<file path="src/rtl/dt1_mem_lsu_if.sv">
// Data-bus interface between the load/store unit and data memory.
interface dt1_mem_lsu_if;
    logic        dmem_req;
    logic        dmem_we;
    logic [3:0]  dmem_be;
    logic [31:0] dmem_addr;
    logic [31:0] dmem_wdata;
    logic        dmem_gnt;
    logic        dmem_rvalid;
    logic [31:0] dmem_rdata;

    modport master (
        output dmem_req, dmem_we, dmem_be, dmem_addr, dmem_wdata,
        input  dmem_gnt, dmem_rvalid, dmem_rdata
    );

    modport slave (
        input  dmem_req, dmem_we, dmem_be, dmem_addr, dmem_wdata,
        output dmem_gnt, dmem_rvalid, dmem_rdata
    );
endinterface

</file>
<file path="src/rtl/dt1_mem_lsu.sv">
// dt1 memory-stage load/store unit: M-stage controls to req/gnt/rvalid bus, with load extension.
module dt1_mem_lsu #(
    parameter int unsigned TIMEOUT = 255
) (
    input  logic                clk,
    input  logic                reset,
    input  logic                MemReadM,
    input  logic                MemWriteM,
    input  logic [2:0]          funct3M,
    input  logic [31:0]         ALUResultM,
    input  logic [31:0]         WriteDataM,
    dt1_mem_lsu_if.master       dmem,
    output logic [31:0]         ReadDataM,
    output logic                StallM,
    output logic [1:0]          ExcM
);

    localparam int unsigned XLEN  = 32;
    localparam int unsigned CNT_W = 8;

    typedef enum logic [1:0] {S_IDLE, S_REQ, S_WAIT, S_DONE} state_t;

    state_t             state, state_nx;
    logic [CNT_W-1:0]   cnt;
    logic               to_flag;

    // Request attributes captured at issue so the bus stays stable through REQ/WAIT
    logic [XLEN-1:0]    lat_addr;
    logic [XLEN-1:0]    lat_wdata;
    logic [3:0]         lat_be;
    logic               lat_we;
    logic               lat_load;
    logic [1:0]         lat_size;
    logic               lat_uns;
    logic [1:0]         lat_lane;

    logic               access, illegal, misaligned, issue, timeout_hit;
    logic [3:0]         be_c;
    logic [XLEN-1:0]    wdata_c;
    logic [XLEN-1:0]    load_ext_c;
    logic [7:0]         byte_sel;
    logic [15:0]        half_sel;

    // Legality, alignment and lane generation for the instruction currently in M
    always_comb begin
        access  = MemReadM | MemWriteM;
        illegal = access && ((MemReadM && MemWriteM) ||
                  (MemReadM  && !(funct3M inside {3'b000, 3'b001, 3'b010, 3'b100, 3'b101})) ||
                  (MemWriteM && !(funct3M inside {3'b000, 3'b001, 3'b010})));
        misaligned = access && !illegal &&
                     ((funct3M[1:0] == 2'b01 && ALUResultM[0]) ||
                      (funct3M[1:0] == 2'b10 && ALUResultM[1:0] != 2'b00));
        issue = access && !illegal && !misaligned;
        case (funct3M[1:0])
            2'b00: begin
                be_c    = 4'b0001 << ALUResultM[1:0];
                wdata_c = {4{WriteDataM[7:0]}};
            end
            2'b01: begin
                be_c    = ALUResultM[1] ? 4'b1100 : 4'b0011;
                wdata_c = {2{WriteDataM[15:0]}};
            end
            default: begin
                be_c    = 4'b1111;
                wdata_c = WriteDataM;
            end
        endcase
    end

    // Lane select and sign/zero extension of the returned word using latched attributes
    always_comb begin
        byte_sel = dmem.dmem_rdata[8*lat_lane +: 8];
        half_sel = lat_lane[1] ? dmem.dmem_rdata[31:16] : dmem.dmem_rdata[15:0];
        case (lat_size)
            2'b00:   load_ext_c = lat_uns ? {24'h0, byte_sel} : {{24{byte_sel[7]}}, byte_sel};
            2'b01:   load_ext_c = lat_uns ? {16'h0, half_sel} : {{16{half_sel[15]}}, half_sel};
            default: load_ext_c = dmem.dmem_rdata;
        endcase
        timeout_hit = (9'(cnt) + 9'd1) >= 9'(TIMEOUT);
    end

    // State register
    always_ff @(posedge clk) begin
        if (reset) state <= S_IDLE;
        else       state <= state_nx;
    end

    // Next-state logic
    always_comb begin
        state_nx = state;
        case (state)
            S_IDLE: if (issue) state_nx = dmem.dmem_gnt ? S_WAIT : S_REQ;
            S_REQ:  if (dmem.dmem_gnt) state_nx = S_WAIT;
            S_WAIT: if (dmem.dmem_rvalid || timeout_hit) state_nx = S_DONE;
            S_DONE: state_nx = S_IDLE;
            default: state_nx = S_IDLE;
        endcase
    end

    // Bus, stall and exception outputs; IDLE drives the bus straight from the M-stage inputs
    always_comb begin
        dmem.dmem_req   = 1'b0;
        dmem.dmem_we    = lat_we;
        dmem.dmem_be    = lat_be;
        dmem.dmem_addr  = lat_addr;
        dmem.dmem_wdata = lat_wdata;
        StallM          = 1'b0;
        ExcM            = 2'b00;
        case (state)
            S_IDLE: begin
                dmem.dmem_we    = MemWriteM;
                dmem.dmem_be    = be_c;
                dmem.dmem_addr  = {ALUResultM[31:2], 2'b00};
                dmem.dmem_wdata = wdata_c;
                if (illegal)         ExcM = 2'b11;
                else if (misaligned) ExcM = 2'b01;
                if (issue) begin
                    dmem.dmem_req = 1'b1;
                    StallM        = 1'b1;
                end
            end
            S_REQ: begin
                dmem.dmem_req = 1'b1;
                StallM        = 1'b1;
            end
            S_WAIT: StallM = 1'b1;
            S_DONE: ExcM = to_flag ? 2'b10 : 2'b00;
            default: ;
        endcase
    end

    // Request capture, timeout counter and load result register
    always_ff @(posedge clk) begin
        if (reset) begin
            cnt       <= '0;
            to_flag   <= 1'b0;
            ReadDataM <= '0;
            lat_addr  <= '0;
            lat_wdata <= '0;
            lat_be    <= '0;
            lat_we    <= 1'b0;
            lat_load  <= 1'b0;
            lat_size  <= '0;
            lat_uns   <= 1'b0;
            lat_lane  <= '0;
        end else begin
            case (state)
                S_IDLE: if (issue) begin
                    lat_addr  <= {ALUResultM[31:2], 2'b00};
                    lat_wdata <= wdata_c;
                    lat_be    <= be_c;
                    lat_we    <= MemWriteM;
                    lat_load  <= MemReadM;
                    lat_size  <= funct3M[1:0];
                    lat_uns   <= funct3M[2];
                    lat_lane  <= ALUResultM[1:0];
                    cnt       <= '0;
                    to_flag   <= 1'b0;
                end
                S_WAIT: begin
                    cnt <= cnt + CNT_W'(1);
                    if (dmem.dmem_rvalid) begin
                        if (lat_load) ReadDataM <= load_ext_c;
                    end else if (timeout_hit) begin
                        to_flag <= 1'b1;
                    end
                end
                S_DONE: begin
                    cnt     <= '0;
                    to_flag <= 1'b0;
                end
                default: ;
            endcase
        end
    end

endmodule

</file>
<file path="src/flat_wrapper.sv">
// flat-port wrapper written by rule: the top's interface ports become plain ports
module dt1_mem_lsu_flat 
#(
    parameter int unsigned TIMEOUT = 255
)
  (clk, reset, MemReadM, MemWriteM, funct3M, ALUResultM, WriteDataM, ReadDataM, StallM, ExcM, dmem_dmem_req, dmem_dmem_we, dmem_dmem_be, dmem_dmem_addr, dmem_dmem_wdata, dmem_dmem_gnt, dmem_dmem_rvalid, dmem_dmem_rdata);
  dt1_mem_lsu_if dmem_i ();
  input  logic clk;
  input  logic reset;
  input  logic MemReadM;
  input  logic MemWriteM;
  input  logic [2:0] funct3M;
  input  logic [31:0] ALUResultM;
  input  logic [31:0] WriteDataM;
  output logic [31:0] ReadDataM;
  output logic StallM;
  output logic [1:0] ExcM;
  output wire logic [$bits(dmem_i.dmem_req)-1:0] dmem_dmem_req;
  output wire logic [$bits(dmem_i.dmem_we)-1:0] dmem_dmem_we;
  output wire logic [$bits(dmem_i.dmem_be)-1:0] dmem_dmem_be;
  output wire logic [$bits(dmem_i.dmem_addr)-1:0] dmem_dmem_addr;
  output wire logic [$bits(dmem_i.dmem_wdata)-1:0] dmem_dmem_wdata;
  input wire logic [$bits(dmem_i.dmem_gnt)-1:0] dmem_dmem_gnt;
  input wire logic [$bits(dmem_i.dmem_rvalid)-1:0] dmem_dmem_rvalid;
  input wire logic [$bits(dmem_i.dmem_rdata)-1:0] dmem_dmem_rdata;
  assign dmem_dmem_req = dmem_i.dmem_req;
  assign dmem_dmem_we = dmem_i.dmem_we;
  assign dmem_dmem_be = dmem_i.dmem_be;
  assign dmem_dmem_addr = dmem_i.dmem_addr;
  assign dmem_dmem_wdata = dmem_i.dmem_wdata;
  assign dmem_i.dmem_gnt = dmem_dmem_gnt;
  assign dmem_i.dmem_rvalid = dmem_dmem_rvalid;
  assign dmem_i.dmem_rdata = dmem_dmem_rdata;
  dt1_mem_lsu #(.TIMEOUT(TIMEOUT)) u_core (.clk(clk), .reset(reset), .MemReadM(MemReadM), .MemWriteM(MemWriteM), .funct3M(funct3M), .ALUResultM(ALUResultM), .WriteDataM(WriteDataM), .dmem(dmem_i), .ReadDataM(ReadDataM), .StallM(StallM), .ExcM(ExcM));
endmodule
</file>
<file path="config.mk">
export PLATFORM = sky130hd
export DESIGN_NAME = dt1_mem_lsu_flat
export DESIGN_NICKNAME = d
export VERILOG_FILES = /design/src/rtl/dt1_mem_lsu_if.sv /design/src/rtl/dt1_mem_lsu.sv /design/src/flat_wrapper.sv
export SDC_FILE = /design/constraint.sdc
export NUM_CORES = 1
export LEC_CHECK = 0
export ABC_AREA = 1
export CORE_MARGIN = 3
export CORE_UTILIZATION = 41
export CTS_CLUSTER_SIZE = 30
export DETAILED_ROUTE_END_ITERATION = 8
export HOLD_SLACK_MARGIN = 0.1
export PLACE_DENSITY = 0.86
export REMOVE_ABC_BUFFERS = 1
export SLEW_MARGIN = 30
export SYNTH_ARGS = -nofsm -noshare
export SYNTH_HDL_FRONTEND = slang
export SYNTH_SLANG_ARGS = --single-unit
export TNS_END_PERCENT = 1
</file>
<file path="constraint.sdc">
create_clock -name clk -period 1.6 [get_ports clk]
set_input_delay 0.16 -clock clk [delete_from_list [all_inputs] [get_ports clk]]
set_output_delay 0.16 -clock clk [all_outputs]
set_load 0.05 [all_outputs]
</file>
* Word-level counts from Yosys, hierarchy flattened
Index checks and enable logic that the tools add are counted.
Widths: inputs -> output; s select.
** Word-level totals
- Bits in read-only memories :: 0
- Memories kept :: 0
- Bits in registers :: 116
- Output and inout port bits :: 105
- Latch bits :: 0
- RAM bits :: 0
** Operators by class
- Bitwise operators :: 1
- Order comparisons :: 1
- Eq/ne operators :: 15
- Shift operators :: 2
- Reduce and logical (&&, ||, !) cells :: 31
- Divide/modulo/power cells :: 0
- Muxes and demuxes :: 29
- Add/subtract/negate cells :: 2
- Multiply operators :: 0
** Operator list (number)
- $mux 32 :: 4
- $pmux 32 s2 :: 2
- $shiftx 32x6->8 :: 1
- $pmux 8 s3 :: 1
- $mux 16 :: 1
- $mux 2 :: 6
- $add 8x1->9 const B :: 1
- $ge 9x8->1 const B :: 1
- $logic_and 1x1->1 :: 9
- $add 8x1->8 const B :: 1
- $mux 4 :: 2
- $mux 8 :: 1
- $pmux 2 s4 :: 1
- $pmux 4 s2 :: 1
- $eq 2x1->1 const B :: 3
- $eq 2x2->1 const B :: 3
- $eq 3x3->1 const B :: 2
- $logic_not 2->1 :: 3
- $mux 1 :: 6
- $ne 2x1->1 const B :: 3
- $reduce_and 3->1 :: 2
- $reduce_bool 3->1 :: 2
- $reduce_bool 5->1 :: 1
- $logic_not 1->1 :: 4
- 14 further kinds :: 20

* Longest topological paths before layout
- Depth after elaboration :: 14
- Depth in mapped cells :: 12
- Gate-level depth less buffers :: 12

* Least setup slack after synthesis
OpenSTA, ideal clock, no wires.
- Path kind :: reg-to-output
- From :: register u_core.state[0]
- To :: output port dmem_dmem_addr[2]
- Stages on the path, launching flop included :: 6
- Setup slack :: -0.678 ns
- Arrival time :: 2.118 ns
- Cell sequence :: dfxtp_1 inv_1 ha_1 buf_2 buf_1 o21ai_0
** On the way
- Cells in the longest elaborated chain, start to end :: 2
** RTL lines
- from (decl) :: line dt1_mem_lsu.sv:23 : state_t state, state_nx;
- from (signal assigned) :: line dt1_mem_lsu.sv:85 : else state <= state_nx;
- $logic_not 2->1 :: line dt1_mem_lsu.sv:109 : case (state)
- $mux 32 :: line dt1_mem_lsu.sv:109
- to (decl) :: line flat_wrapper.sv:21 : output wire logic [$bits(dmem_i.dmem_addr)-1:0] dmem_dmem_addr;
No other way between the ends.

* Worst setup path after layout
- From :: register u_core.state[1]
- To :: output port dmem_dmem_addr[9]
Same word-level chain as after synthesis.

==> flow_summary_export.csv <==
group,metric,value,unit
power,power.internal,12700,uW
synthesis,synth_area_per_cell,6.73,sq um
timing,fin_crit,1960,ps
global_routing,grt_pass1_vias,7036,
place,port_buffers,207,
clock_network,cts.sinks,116,
final_layout,nNetsFinal,1291,
timing,drv_slew,0,
drt,drt-pass1-iter-count,6,
final_layout,nFillCells,995,
floorplanning,start_util,42.6,%
job,cap_viol_max_count,0,
timing,whs,343,ps
floorplanning,core,0.0141,sq mm
power,p_seq_share,15.7,%
worst_setup_path,cp.required,1440,ps
clock_network,cts_tree,"done",
timing,min_period_over_period,122,%
clock_network,cts_made_buffers,17,
worst_setup_path,cp_max_fo,15,
worst_hold_path,hold_path.class,"in -> reg",
final_layout,multiInputGateArea,0.00310,sq mm
run_status,status,"finished with violations",
drt,drtIter0Drc,518,
drt,avgRoutedWirePerCell,15.4,um
timing,finalWorstSetupSlack,-355,ps
final_layout,drive_above_1_share,26.3,%
timing,finalClockSkew,7.76,ps
global_routing,grt.total_usage,25.6,%
final_layout,seq_area,0.00233,sq mm
run_status,violations,"setup timing",
timing,max_clock_freq,0.512,GHz
power,p_sw,10200,uW
worst_setup_path,endpoint_kind,"output port",
power,p_total,22900,uW
clock_network,clk_pin_slew_worst_paths,50,ps
power,powerDensity,2220,mW/mm^2
power,clkPwrFrac,16.8,%
clock_network,clk_path_buf_depth,2,
global_routing,grt_pass1_wl,33.6,mm
final_layout,diodes,0,
place,dp_hpwl,14.6,mm
drt,drtAntennaViolNets,0,
floorplanning,die-area,0.0161,sq mm
place,gp_congestion,0.869,
clock_network,worstSkewPairLatency,420,ps
power,p_leak,0.00452,uW
final_layout,syn_to_final_growth,71.7,%
synthesis,ys_types,34,
drt,route.detailed.drc,0,
synthesis,yosys_warnings,0,
floorplanning,rows,43,
floorplanning,io_pins,210,
global_routing,globalRoute.totalOverflow,0,
power,power_frac_comb,67.4,%
drt,vias,7275,
power,swShare,44.6,%
drt,viasPerCell,5.30,
synthesis,synth-seq-cells,116,
timing,rsz0062_at_grt,"true",
timing,timing_hold_violations_final,0,
floorplanning,die_y,127,um
synthesis,synthesis.area,0.00601,sq mm
worst_setup_path,critPathArrivalTime,1800,ps
clock_network,cts_root_buf,"clkbuf_16",
synthesis,netlist_instances,892,
power,ir_drop,0.00190,V
synthesis,ys_seq_area_share,38.7,%
clock_network,ctsHoldBuffers,0,
worst_setup_path,path_class,"reg -> out",
timing,setup_viol,88,
clock_network,cts_htree_levels,4,
floorplanning,die_w,127,um
drt,drt-total-wl,21.2,mm
global_routing,grt_max_degree,58,
global_routing,antenna_found_initial,0,
worst_setup_path,cp-start-kind,"register",
==> placed cells by master, fill, tap and decap left out, types with 11 or more instances in the layout <==
master           Yosys  routed
o21ai_1             50      90
buf_6               15      11
buf_12               0      66
o211ai_1            15      15
nand2_1            184     173
o21ai_0            112      65
buf_4                3     145
inv_1               98      95
a21oi_1            145     133
nor2_1              42      40
a21oi_2              0      12
nand3_1             27      26
clkdlybuf4s50_1      0     103
clkbuf_16            0      17
nand2_2              2      12
dfxtp_1            116     111
==> final cells by class <==
class | instances | area share [%]
Timing Repair Buffer | 330 | 35.5
Clock buffer | 23 | 4.93
Tap cell | 180 | 2.18
Sequential cell | 116 | 22.6
Inverter | 102 | 3.79
Multi-Input combinational cell | 613 | 30.0
Clock inverter | 8 | 0.946
==> metal layers <==
layer,track usage [%],vias to the layer above,share of wire [%]
met1,28.0,3356,37
met2,45.4,344,50
met5,0,-,0
met4,9.59,0,2.2
met3,9.45,44,11
li1,-,3531,-
==> cells by family after synthesis <==
logic type	count (synthesis)	share of synthesized area [%]
DFF	116	38.7
and+or+nand+nor	273	18.6
adders and majority gates	6	1.25
AOI/OAI and AO/OA	331	28.8
other	1	0.0624
xor gates and xnor gates	1	0.146
buffers and inverters	164	12.4
==> critical path, stage by stage, from the launching register on <==
cell and delay (ps):
dfxtp_4 350, inv_4 60, ha_4 240, buf_12 170
buf_12 140, nand2_1 60, o21ai_1 80, buf_4 150
buf_12 130
==> flip-flops by register name, indices dropped and copies added, names as in the netlist <==
name,flops
u_core.ReadDataM,32
u_core.lat_wdata,32
u_core.lat_addr,30
u_core.cnt,8
u_core.lat_be,4
u_core.lat_lane,2
u_core.lat_size,2
u_core.state,2
u_core.lat_load,1
u_core.lat_uns,1
u_core.lat_we,1
u_core.to_flag,1
==> timing repair <==
| item | in CTS | in global routing |
|---|---|---|
| buffers inserted | 8 | 1 |
| gates resized for setup | 80 | 36 |
| pin swaps | 4 | 3 |
| cloned | 2 | 0 |
| endpoints found under the setup margin | 132 | 179 |
==> power groups by stage <==
stage                     logic (uW)  registers, uW  clock network (uW)
after floorplan                 3980           3510                   0
after global placement         13900           3590                   0
after detailed placement       14100           3610                   0
after CTS                      15100           3580                3910
after global routing           16200           3640                4060
final                          15400           3600                3850
==> per-stage QoR <==
stage          std cells  cell area, sq um  TNS (ps)  utilization [%]  setup slack (ps)
3_3_place_gp        1330              9370    -37170             66.5              -456
2_1_floorplan        831              5650   -456960                -             -4240
5_1_grt             1372             10300    -29310             73.2              -432
4_1_cts             1371             10200    -22560             72.4              -352
6_report            1372             10300    -21940             73.2              -355
3_5_place_dp        1330              9370    -46110             66.5              -624
==> worst paths after layout <==
check,start,to,slack [ps],cells past startpoint
worst max-delay path,u_core.state[1],dmem_dmem_addr[9],-360,8
worst min-delay path,reset,u_core.ReadDataM[15],340,2
worst max register to register,u_core.state[1],u_core.ReadDataM[27],-20,9
worst min register to register,u_core.lat_we,u_core.lat_we,450,2
==> synthesized netlist by cell type, drive strengths merged <==
cell | instances | area, sq um
nand2 | 186 | 703
o21ai | 163 | 820
a21oi | 145 | 726
dfxtp | 116 | 2320
inv | 100 | 375
nor2 | 46 | 183
clkbuf | 38 | 143
nand3 | 28 | 145
buf | 24 | 219
o211ai | 15 | 113
nand4 | 8 | 50.1
ha | 6 | 75.1
nor3 | 3 | 26.3
a22oi | 2 | 15.0
a31oi | 2 | 27.5
clkinv | 2 | 7.51
o21bai | 2 | 15.0
a2bb2oi | 1 | 8.76
and2 | 1 | 6.26
conb | 1 | 3.75
o21a | 1 | 7.51
or2 | 1 | 6.26
xor2 | 1 | 8.76
(Power assumes the default switching activity.)
